==> src/rtl/cpu_pkg.sv <==
// Shared CPU definitions: datapath widths, fetch FSM state encoding and
// instruction field positions used to split the IF/ID word for control_unit.
package cpu_pkg;

    localparam int PC_W    = 9;
    localparam int INSTR_W = 16;

    // Instruction field bit positions
    localparam int OPCODE_MSB = 15;
    localparam int OPCODE_LSB = 13;
    localparam int OP_MSB     = 12;
    localparam int OP_LSB     = 11;
    localparam int COND_MSB   = 10;
    localparam int COND_LSB   = 8;

    // Fetch FSM state encoding
    typedef enum logic [2:0] {
        FS_IDLE   = 3'd0,
        FS_REQ    = 3'd1,
        FS_WAIT   = 3'd2,
        FS_HOLD   = 3'd3,
        FS_DROP   = 3'd4,
        FS_HALTED = 3'd5
    } fetch_state_e;

endpackage

==> src/rtl/fetch_stage_if.sv <==
// Instruction-memory request/response bus between fetch_stage (master)
// and the instruction memory (slave).
interface fetch_stage_if;
    import cpu_pkg::*;

    logic               req;
    logic [PC_W-1:0]    addr;
    logic               gnt;
    logic               rvalid;
    logic [INSTR_W-1:0] rdata;

    modport master (output req, output addr, input gnt, input rvalid, input rdata);
    modport slave  (input req, input addr, output gnt, output rvalid, output rdata);

endinterface

==> src/rtl/fetch_stage_if_id_reg.sv <==
// IF/ID pipeline register plus a one-entry holding buffer that parks a
// fetched word arriving while the downstream stage is stalled.
module if_id_reg
    import cpu_pkg::*;
(
    input  logic               clk,
    input  logic               reset,
    input  logic               flush,     // drop IF/ID contents and buffer
    input  logic               load_mem,  // take rdata straight into IF/ID
    input  logic               cap_buf,   // park rdata in the buffer
    input  logic               load_buf,  // move the buffer into IF/ID
    input  logic [INSTR_W-1:0] rdata,
    input  logic [PC_W-1:0]    pc,
    output logic               id_valid,
    output logic [INSTR_W-1:0] id_instr,
    output logic [PC_W-1:0]    id_pc
);

    logic               buf_valid;
    logic [INSTR_W-1:0] buf_data;

    // IF/ID and buffer update; with no load pulse everything holds.
    // The parked word belongs to the current pc, so only data is buffered.
    always_ff @(posedge clk) begin
        if (reset) begin
            id_valid  <= 1'b0;
            id_instr  <= '0;
            id_pc     <= '0;
            buf_valid <= 1'b0;
            buf_data  <= '0;
        end else if (flush) begin
            id_valid  <= 1'b0;
            buf_valid <= 1'b0;
        end else begin
            if (load_mem) begin
                id_valid <= 1'b1;
                id_instr <= rdata;
                id_pc    <= pc;
            end
            if (cap_buf) begin
                buf_valid <= 1'b1;
                buf_data  <= rdata;
            end
            if (load_buf && buf_valid) begin
                id_valid  <= 1'b1;
                id_instr  <= buf_data;
                id_pc     <= pc;
                buf_valid <= 1'b0;
            end
        end
    end

endmodule

==> src/rtl/fetch_stage.sv <==
// Instruction fetch stage: one-outstanding-request fetch FSM and PC,
// feeding the IF/ID register. Optional performance counters are built
// when IF_PERF_CNT_EN is defined.
module fetch_stage
    import cpu_pkg::*;
(
    input  logic               clk,
    input  logic               reset,
    fetch_stage_if.master      imem,
    input  logic               stall,
    input  logic               redirect,
    input  logic [PC_W-1:0]    redirect_pc,
    input  logic               halt,
    output logic               halted,
    output logic               id_valid,
    output logic [INSTR_W-1:0] id_instr,
    output logic [PC_W-1:0]    id_pc,
    output logic [2:0]         id_opcode,
    output logic [1:0]         id_op,
    output logic [2:0]         id_cond
`ifdef IF_PERF_CNT_EN
    ,
    output logic [15:0]        perf_fetch,
    output logic [15:0]        perf_stall
`endif
);

    localparam logic [2:0] S_IDLE   = FS_IDLE;
    localparam logic [2:0] S_REQ    = FS_REQ;
    localparam logic [2:0] S_WAIT   = FS_WAIT;
    localparam logic [2:0] S_HOLD   = FS_HOLD;
    localparam logic [2:0] S_DROP   = FS_DROP;
    localparam logic [2:0] S_HALTED = FS_HALTED;

    logic [2:0]      state, state_d;
    logic [PC_W-1:0] pc, pc_d;
    logic            flush, load_mem, cap_buf, load_buf;
    logic            outstanding;

    // A granted request whose data has not yet returned, including a grant
    // landing this very cycle; its data must be dropped after a redirect.
    assign outstanding = (state == S_REQ && imem.gnt) ||
                         ((state == S_WAIT || state == S_DROP) && !imem.rvalid);

    // Next-state / pc / IF/ID control: halt beats redirect beats normal flow
    always_comb begin
        state_d  = state;
        pc_d     = pc;
        flush    = 1'b0;
        load_mem = 1'b0;
        cap_buf  = 1'b0;
        load_buf = 1'b0;
        if (state != S_HALTED) begin
            if (halt) begin
                state_d = S_HALTED;
            end else if (redirect) begin
                flush   = 1'b1;
                pc_d    = redirect_pc;
                state_d = outstanding ? S_DROP : S_REQ;
            end else begin
                case (state)
                    S_IDLE: state_d = S_REQ;
                    S_REQ:  if (imem.gnt) state_d = S_WAIT;
                    S_WAIT: begin
                        if (imem.rvalid) begin
                            if (stall) begin
                                cap_buf = 1'b1;
                                state_d = S_HOLD;
                            end else begin
                                load_mem = 1'b1;
                                pc_d     = pc + 1'b1;
                                state_d  = S_REQ;
                            end
                        end
                    end
                    S_HOLD: begin
                        if (!stall) begin
                            load_buf = 1'b1;
                            pc_d     = pc + 1'b1;
                            state_d  = S_REQ;
                        end
                    end
                    S_DROP: if (imem.rvalid) state_d = S_REQ;
                    default: state_d = S_IDLE;
                endcase
            end
        end
    end

    // State and pc registers
    always_ff @(posedge clk) begin
        if (reset) begin
            state <= S_IDLE;
            pc    <= '0;
        end else begin
            state <= state_d;
            pc    <= pc_d;
        end
    end

    assign imem.req  = (state == S_REQ);
    assign imem.addr = pc;
    assign halted    = (state == S_HALTED);

    if_id_reg u_if_id (
        .clk      (clk),
        .reset    (reset),
        .flush    (flush),
        .load_mem (load_mem),
        .cap_buf  (cap_buf),
        .load_buf (load_buf),
        .rdata    (imem.rdata),
        .pc       (pc),
        .id_valid (id_valid),
        .id_instr (id_instr),
        .id_pc    (id_pc)
    );

    assign id_opcode = id_instr[OPCODE_MSB:OPCODE_LSB];
    assign id_op     = id_instr[OP_MSB:OP_LSB];
    assign id_cond   = id_instr[COND_MSB:COND_LSB];

`ifdef IF_PERF_CNT_EN
    logic [15:0] perf_fetch_q, perf_stall_q;

    // Saturating event counters, frozen while halted
    always_ff @(posedge clk) begin
        if (reset) begin
            perf_fetch_q <= '0;
            perf_stall_q <= '0;
        end else if (state != S_HALTED) begin
            if ((load_mem || load_buf) && perf_fetch_q != 16'hFFFF)
                perf_fetch_q <= perf_fetch_q + 16'd1;
            if (stall && id_valid && perf_stall_q != 16'hFFFF)
                perf_stall_q <= perf_stall_q + 16'd1;
        end
    end

    assign perf_fetch = perf_fetch_q;
    assign perf_stall = perf_stall_q;
`endif

endmodule

==> src/flat_wrapper.sv <==
// flat-port wrapper written by rule: the top's interface ports become plain ports
module fetch_stage_flat import cpu_pkg::*;
  (clk, reset, stall, redirect, redirect_pc, halt, halted, id_valid, id_instr, id_pc, id_opcode, id_op, id_cond, imem_req, imem_addr, imem_gnt, imem_rvalid, imem_rdata);
  fetch_stage_if imem_i ();
  input  logic clk;
  input  logic reset;
  input  logic stall;
  input  logic redirect;
  input  logic [PC_W-1:0] redirect_pc;
  input  logic halt;
  output logic halted;
  output logic id_valid;
  output logic [INSTR_W-1:0] id_instr;
  output logic [PC_W-1:0] id_pc;
  output logic [2:0] id_opcode;
  output logic [1:0] id_op;
  output logic [2:0] id_cond;
  output wire logic [$bits(imem_i.req)-1:0] imem_req;
  output wire logic [$bits(imem_i.addr)-1:0] imem_addr;
  input wire logic [$bits(imem_i.gnt)-1:0] imem_gnt;
  input wire logic [$bits(imem_i.rvalid)-1:0] imem_rvalid;
  input wire logic [$bits(imem_i.rdata)-1:0] imem_rdata;
  assign imem_req = imem_i.req;
  assign imem_addr = imem_i.addr;
  assign imem_i.gnt = imem_gnt;
  assign imem_i.rvalid = imem_rvalid;
  assign imem_i.rdata = imem_rdata;
  fetch_stage u_core (.clk(clk), .reset(reset), .imem(imem_i), .stall(stall), .redirect(redirect), .redirect_pc(redirect_pc), .halt(halt), .halted(halted), .id_valid(id_valid), .id_instr(id_instr), .id_pc(id_pc), .id_opcode(id_opcode), .id_op(id_op), .id_cond(id_cond));
endmodule
==> config.mk <==
export PLATFORM = sky130hd
export DESIGN_NAME = fetch_stage_flat
export DESIGN_NICKNAME = d
export VERILOG_FILES = /design/src/rtl/cpu_pkg.sv /design/src/rtl/fetch_stage_if.sv /design/src/rtl/fetch_stage_if_id_reg.sv /design/src/rtl/fetch_stage.sv /design/src/flat_wrapper.sv
export SDC_FILE = /design/constraint.sdc
export NUM_CORES = 1
export LEC_CHECK = 0
export ABC_AREA = 1
export CORE_ASPECT_RATIO = 0.6
export CORE_MARGIN = 2
export CORE_UTILIZATION = 40
export DETAILED_ROUTE_END_ITERATION = 8
export GPL_TIMING_DRIVEN = 0
export MAX_ROUTING_LAYER = met4
export PLACE_DENSITY = 0.69
export SYNTH_ARGS = -nofsm -noshare
export SYNTH_HDL_FRONTEND = slang
export SYNTH_SLANG_ARGS = --single-unit
==> constraint.sdc <==
create_clock -name clk -period 1.6 [get_ports clk]
set_input_delay 0.32 -clock clk [delete_from_list [all_inputs] [get_ports clk]]
set_output_delay 0.32 -clock clk [all_outputs]
set_load 0.01 [all_outputs]
Word-level counts from Yosys, hierarchy flattened

Cells that the tools add are included.

Register bits after elaboration: 55
Output and inout port bits: 45
Word-level logic and storage cells: 74

Add/sub/neg operators: 1
Equal/unequal tests: 11
Multiplexer cells: 38
Bitwise logic cells: 2
Reduce and logical (&&, ||, !) cells: 15

Operators with widths:

| cell                                                  | count |
|---|---|
| two-way mux 9 bit                                     | 5 |
| two-way mux 16 bit                                    | 2 |
| two-way mux 1 bit                                     | 21 |
| two-way mux 3 bit                                     | 7 |
| case mux 9 bit (2 select lines)                       | 1 |
| case mux 3 bit (5 select lines)                       | 1 |
| inequality test 4 bit, second input constant          | 3 |
| adder 9 x 1 -> 9 bit, second input constant           | 1 |
| equality test 3 x 2 -> 1 bit, second input constant   | 2 |
| equality test 3 bit, second input constant            | 2 |
| inequality test 3 bit, second input constant          | 2 |
| AND reduction 5 bit                                   | 1 |
| inequality test 4 x 3 -> 1 bit, second input constant | 1 |
| AND reduction 2 bit                                   | 2 |
| AND reduction 4 bit                                   | 1 |
| equality test 3 x 1 -> 1 bit, second input constant   | 1 |
| logical AND 1 bit                                     | 3 |
| zero test 3 bit                                       | 1 |
| nonzero test 3 bit                                    | 1 |
| OR reduction 3 bit                                    | 1 |
| logical OR 1 bit                                      | 2 |
| two-way mux 2 bit                                     | 1 |
| NOT 1 bit                                             | 2 |
| nonzero test 2 bit                                    | 1 |
| other kinds (2)                                       | 2 |

Logic depth before layout (Yosys ltp)

Gate-level depths: netlist of run 1.

Depth in word-level cells: 8
Mapped depth: 11

Hierarchy

A second synthesis of run 1 with hierarchy kept.

Cells, all modules: 455
Area, all modules: 2984.1 um^2

By module, submodules not included:

| module      | instances | cells each | area each (um^2) | sequential area each (um^2) |
|---|---|---|---|---|
| if_id_reg   | 1         | 286        | 2013.2           | 860.8 |
| fetch_stage | 1         | 169        | 970.9            | 240.2 |

Worst setup path after synthesis of run 1

OpenSTA, ideal clock, no wires.

Kind: register to register
Start: reg u_core.state[1]
End: reg u_core.u_if_id.id_instr[0]
Library setup time: 0.117 ns
Arrival: 1.217 ns
Data required time: 1.483 ns
Setup slack: 0.266 ns
Stages on the path, launching flop included: 11
Buffers on the path: 1
Cells stage by stage: dfxtp_1 > inv_2 > nor2_4 > nand2_2 > nor2_4 > nand2_4 > nand2_8 > inv_6 > buf_6 > nor2_1 > nor2_1

Cells in the longest elaborated chain, start to end: 8

Ends and longest elaborated chain:

| item                                 | line                        | RTL |
|---|---|---|
| from (decl)                          | fetch_stage.sv:35           | `logic [2:0] state, state_d;` |
| from (signal assigned)               | fetch_stage.sv:96           | `state <= state_d;` |
| equality test 3 x 2 -> 1 bit         | fetch_stage.sv:61           | `case (state)` |
| two-way mux 1 bit                    | fetch_stage.sv:61           |  |
| two-way mux 1 bit                    | fetch_stage.sv:56           | `end else if (redirect) begin` |
| two-way mux 1 bit                    | fetch_stage.sv:54           | `if (halt) begin` |
| two-way mux 1 bit                    | fetch_stage.sv:53           | `if (state != S_HALTED) begin` |
| logical AND 1 bit                    | fetch_stage_if_id_reg.sv:44 | `if (load_buf && buf_valid) begin` |
| nonzero test 2 bit (no source line)  | -                           |  |
| AND reduction 2 bit (no source line) | -                           |  |
| to (signal assigned)                 | fetch_stage_if_id_reg.sv:37 | `id_instr <= rdata;` |
| to (signal assigned)                 | fetch_stage_if_id_reg.sv:46 | `id_instr <= buf_data;` |
| to (decl)                            | fetch_stage_if_id_reg.sv:15 | `output logic [INSTR_W-1:0] id_instr,` |

Parallel ways exist; a longest one is shown, timed or not.
A chain may end at the register's enable or synchronous reset.

Worst setup path after layout of run 1

Start: reg u_core.u_if_id.id_instr[8]
End: out id_instr[8]

RTL lines:

| item      | line               | RTL |
|---|---|---|
| to (decl) | flat_wrapper.sv:13 | `output logic [INSTR_W-1:0] id_instr;` |

No word-level cell between the ends.

==> flow_metrics.py, run 1 <==
metrics = {
    "global_routing": {
        "grt_pass1_vias": 2482,
        "grt-ovfl-total": 0,
        "antenna_found_initial": 0,
        "grt_max_degree": 16,
        "track_usage": 0.214,
        "met2_usage": 0.314,
        "grt-busiest-layer": "met2",
        "grt_pass1_wl_um": 12000,
        "met3_usage": 0.0454,
        "use_met1": 0.301,
    },
    "hold_path": {
        "min-delay-start": "u_core.u_if_id.buf_data[4]",
        "hold_class": "reg2reg",
    },
    "floorplan": {
        "core_area_um2": 6620,
        "ioPinCount": 77,
        "rows": 23,
        "die_h_um": 67.8,
        "die_x_um": 110,
        "dieArea_um2": 7480,
        "initial_core_util": 0.410,
    },
    "yosys": {
        "syn_area_per_cell_um2": 6.75,
        "synth-edff-count": 0,
        "synth.largest_area_cell": "dfxtp_1",
        "synth_cell_type_count": 27,
        "ys_ff_latch": 55,
        "synth_area_um2": 2710,
        "yosysWarnings": 0,
        "synthDominantCellAreaShare": 0.406,
        "synthTopCellsByArea": "dfxtp_1, nand2_1, nor2_1, o21ai_0, inv_1",
        "yosys-top-cells-count": "nand2_1, nor2_1, dfxtp_1",
        "async_flop_share": 0,
        "synth_fp_nets": 435,
        "yosysMostFrequentCell": "nand2_1",
        "synth-main-ff-cell": "dfxtp_1",
        "synth_cells": 402,
        "seq_area_frac_synth": 0.406,
    },
    "timing": {
        "hold_viol": 0,
        "period_share": 0.974,
        "clock_skew_ns": 0.00619,
        "slew_violations": 0,
        "setup_viol": 0,
        "slew_headroom": 0.693,
        "tns_ns": 0,
        "worst_slack_ns": 0.0419,
        "fin_crit_ns": 1.56,
        "tightest_slew_ns": 0.461,
        "max_freq_mhz": 642,
    },
    "pwr": {
        "p_sw_uw": 734,
        "leakage_nw": 1.79,
        "p_sw_frac": 0.240,
        "powerDensity_nw_per_um2": 791,
        "power_frac_seq": 0.470,
        "p_clk_frac": 0.395,
        "peakVddDrop_mv": 0.511,
        "combPwrFrac": 0.135,
        "power.total_mw": 3.06,
        "p_int_mw": 2.33,
    },
    "setup_path": {
        "end_kind": "primary output",
        "r2r_start": "u_core.state[2]",
        "cp_data_required_time_ns": 1.28,
        "crit_arrival_ns": 1.24,
        "startpoint": "u_core.u_if_id.id_instr[8]",
        "worstSetupStartpointType": "flip-flop",
        "path_class": "reg2out",
        "worstPathMaxFanout": 3,
    },
    "final_layout": {
        "drive_gt1_frac": 0.150,
        "multi_input_area_um2": 1300,
        "utilization": 0.585,
        "seqCellArea_um2": 1120,
        "diodes": 0,
        "nets": 526,
        "instances_no_fill": 580,
        "area_growth_pct": 42.7,
        "num-fill-cells": 635,
    },
    "cts": {
        "clk_latency_ns": 0.29,
        "cts_max_path_buffers": 2,
        "cts_root_buf": "clkbuf_16",
        "cts_tree": "done",
        "clk_pin_slew_ns": 0.06,
        "cts_hold_buffers": 0,
        "cts.sinks": 55,
        "numCtsBuffers": 5,
        "cts-htree-levels": 2,
    },
    "placed_design": {
        "dpl_worst_slack_ns": -0.537,
        "place_congestion": 0.903,
        "dp_cells": 565,
        "portBuffers": 76,
        "dpl.hpwl_um": 5500,
    },
    "routing": {
        "drc": 0,
        "drt_iter0_markers": 148,
        "wl_um": 7470,
        "ant_nets": 0,
        "wl_per_cell_um": 12.9,
        "vias": 2808,
        "firstDrtPassIters": 5,
        "vias_per_cell": 4.84,
    },
    "run": {
        "drv_cap": 0,
    },
    "outcome": {
        "status": "complete, no violations",
    },
}
## area by class of cell
cell class | instances | share of cell area
Buffer | 24 | 0.0468
Clock buffer | 6 | 0.0333
Clock inverter | 1 | 0.00775
Inverter | 39 | 0.0407
Multi-Input combinational cell | 284 | 0.337
Sequential cell | 55 | 0.289
Tap cell | 87 | 0.0281
Timing Repair Buffer | 84 | 0.218
## metrics by stage
step / instance area [um^2] / hold WS [ns]
after global placement: 3580 / 0.433
after detailed placement: 3580 / 0.440
after floorplan: 2710 / 0.389
after CTS: 3790 / 0.449
after global routing: 3870 / 0.470
final: 3870 / 0.447
## worst max-delay path, stage by stage, from the launching register on
cell,delay (ns)
dfxtp_2,0.34
buf_4,0.10
clkdlybuf4s50_1,0.52
## cell families after synthesis
logic type,after synthesis,share of synthesized area
flip-flops,55,0.406
AND/OR/NAND/NOR,198,0.309
adder cells (fa/ha/maj),1,0.00461
buffers and inverters,63,0.121
AO/OA/AOI/OAI,85,0.160
## sequential cells by signal (all words and copies together) (netlist names)
register                  cells
u_core.u_if_id.id_instr      16
u_core.state                  3
u_core.u_if_id.id_valid       1
u_core.u_if_id.id_pc          9
u_core.u_if_id.buf_data      16
u_core.u_if_id.buf_valid      1
u_core.imem.addr              9
## power by group through the flow
stage,Combinational [mW],Sequential [mW],Clock [mW]
6_report,0.414,1.44,1.21
5_1_grt,0.462,1.44,1.28
4_1_cts,0.401,1.44,1.23
3_5_place_dp,0.397,1.46,0
3_3_place_gp,0.396,1.46,0
2_1_floorplan,0.208,1.46,0
## final timing paths
kind / slack [ns] / depth (start not counted) / endpoint
setup / recovery: 0.04 / 2 / id_instr[8]
setup reg to reg: 0.12 / 9 / u_core.u_if_id.id_instr[2]
hold reg to reg: 0.45 / 2 / u_core.u_if_id.buf_data[4]
hold / removal: 0.45 / 2 / u_core.u_if_id.buf_data[4]
## layer usage
metal | vias up | part of all wire
met4 | 0 | 0.0084
li1 | 1451 | -
met2 | 99 | 0.42
met3 | 6 | 0.074
met1 | 1252 | 0.50
met5 | - | 0
## placed cells by master (no fill, tap or decap), types with 9 or more instances in the layout
cell type,n
o21ai_0,43
buf_4,15
dfxtp_1,44
nand3_1,14
dlymetal6s2s_1,9
o21ai_1,18
nor2_1,75
inv_1,30
clkdlybuf4s50_1,60
a21oi_1,21
dfxtp_2,10
nand2_1,89
## repair_timing
action | CTS | global route
setup buffers | 3 | 5
pin swaps | 1 | 8
resized for setup | 21 | 25
endpoints found under the setup margin | 61 | 53
(Power assumes the default switching activity.)
==> run 2, diff against run 1 <==
Settings changed: CORE_UTILIZATION 40 to 48, MAX_ROUTING_LAYER met4 to unset, PLACE_DENSITY 0.69 to 0.8.
==> run 2 against run 1 <==
Effect of this change: global-route usage up 1.4 points; clock power down 19%; critical path depth shrank 1; combinational power about the same; sequential power about the same; critical path type unchanged; critical endpoint is now imem_addr[3].
==> flow_metrics.py, run 2 (synthesis gave the netlist of run 1 again) <==
metrics = {
    "global_routing": {
        "grt-ovfl-total": 0,
        "grt_max_degree": 18,
        "grt_pass1_vias": 2528,
        "grt_pass1_wl_um": 11700,
        "track_usage": 0.229,
        "antenna_found_initial": 0,
    },
    "routing": {
        "wl_met1_um": 3620,
        "routed.top_layer": "met4",
        "routed-wl-met3_um": 432,
        "wl_met2_um": 3050,
        "drc": 0,
        "drt_iter0_markers": 162,
        "firstDrtPassIters": 4,
        "wl_per_cell_um": 12.7,
        "vias": 2832,
        "ant_nets": 0,
        "wl_um": 7150,
        "vias_per_cell": 5.05,
    },
    "placed_design": {
        "dpl_worst_slack_ns": -0.469,
        "place_congestion": 0.864,
        "place_area_um2": 3560,
        "portBuffers": 76,
        "dpl.hpwl_um": 5220,
    },
    "floorplan": {
        "core_area_um2": 5520,
        "initial_core_util": 0.492,
        "ioPinCount": 77,
        "rows": 21,
        "die_h_um": 62.2,
        "die_x_um": 101,
        "dieArea_um2": 6290,
    },
    "cts": {
        "clk_latency_ns": 0.31,
        "cts_root_buf": "clkbuf_8",
        "clk_pin_slew_ns": 0.10,
        "cts_max_path_buffers": 2,
        "cts_tree": "done",
        "cts-htree-levels": 2,
        "cts.sinks": 55,
        "numCtsBuffers": 5,
    },
    "timing": {
        "period_share": 0.978,
        "hold_viol": 0,
        "slew_headroom": 0.698,
        "worst_slack_ns": 0.0359,
        "fin_crit_ns": 1.56,
        "hold_ws_ns": 0.454,
        "tightest_slew_ns": 0.454,
        "slew_violations": 0,
        "clock_skew_ns": 0.00611,
        "setup_viol": 0,
        "max_freq_mhz": 639,
    },
    "setup_path": {
        "cp_cell_sequence": "clkdlybuf4s50_1",
        "worstSetupStartpointType": "flip-flop",
        "max_stage_delay_ns": 0.55,
        "cp_slowest_cell": "clkdlybuf4s50_1",
        "cp_top_family": "buffers and inverters",
        "crit_arrival_ns": 1.24,
        "worstPathMaxFanout": 6,
        "end_kind": "primary output",
        "path_class": "reg2out",
        "cp_data_required_time_ns": 1.28,
        "path_buf_inv": 1,
    },
    "final_layout": {
        "final_cell_mix": "nand2_1, nor2_1, clkdlybuf4s50_1",
        "area_growth_pct": 40.4,
        "nets": 524,
        "utilization": 0.691,
        "reg.largest.list": "u_core.u_if_id.buf_data (16), u_core.u_if_id.id_instr (16)",
        "drive_gt1_frac": 0.161,
        "fin_area_um2": 3810,
        "diodes": 0,
        "num-fill-cells": 459,
        "final_common_cell": "nand2_1",
    },
    "run": {
        "drv_cap": 0,
    },
    "hold_path": {
        "hold_class": "reg2reg",
    },
    "pwr": {
        "leakage_nw": 1.79,
        "powerDensity_nw_per_um2": 745,
        "peakVddDrop_mv": 0.490,
        "power.total_mw": 2.84,
    },
    "outcome": {
        "status": "complete, no violations",
    },
}
run 2: cell types whose count changed in the layout (fill, tap and decap cells not counted), sizes merged:
cell and change:
buf -1, clkbuf -1, clkdlybuf4s15 -1, clkinvlp -1, dlygate4sd2 +1, inv +2
run 2: timing repair:
| item | in CTS | in global routing |
|---|---|---|
| endpoints found under the setup margin | 60 | 47 |
| buffers inserted | 2 | 4 |
| resized for setup | 28 | 25 |
| hold buffers | 0 | 0 |
| pin swaps | 0 | 6 |
run 2: where the power goes:
group	switching (mW)	internal [mW]
combinational	0.219	0.196
clock	0.470	0.516
sequential	0.0407	1.40
run 2: routing by layer:
metal | track usage | up-vias
met5 | 0 | -
met4 | 0.0456 | 0
met2 | 0.347 | 89
met3 | 0.0450 | 4
met1 | 0.338 | 1300
li1 | - | 1439
run 2: path summary, 6_finish.rpt:
path / cells after the start / endpoint / slack, ns / startpoint
worst max-delay path: 1 / imem_addr[3] / 0.04 / u_core.imem.addr[3]
worst min-delay path: 2 / u_core.u_if_id.buf_data[12] / 0.45 / u_core.u_if_id.buf_data[12]
worst min register to register: 2 / u_core.u_if_id.buf_data[12] / 0.45 / u_core.u_if_id.buf_data[12]
worst max register to register: 10 / u_core.u_if_id.id_instr[1] / 0.13 / u_core.state[1]
run 2: worst reg2reg max path, stage by stage (launching register included):
cell and delay (ns):
dfxtp_2 0.40, inv_2 0.08, nor2_4 0.09, nand2_2 0.08, nor2_4 0.11, nand2_4 0.12, nand2_8 0.13, inv_6 0.06
buf_6 0.14, nor2_1 0.12, nor2_1 0.05
run 2: cell type report:
type	instances	area (um^2)	area share
Timing Repair Buffer	82	828	0.217
Multi-Input combinational cell	284	1320	0.346
Tap cell	69	86.3	0.0227
Inverter	39	151	0.0397
Clock buffer	6	82.6	0.0217
Buffer	24	178	0.0466
Clock inverter	2	38.8	0.0102
Sequential cell	55	1130	0.296
run 2: metrics by stage:
step / setup TNS, ns / instances
3_5_place_dp: -19.90 / 547
4_1_cts: 0 / 557
6_report: 0 / 561
5_1_grt: -0.0402 / 561
3_3_place_gp: -18.81 / 547
2_1_floorplan: 0 / 402
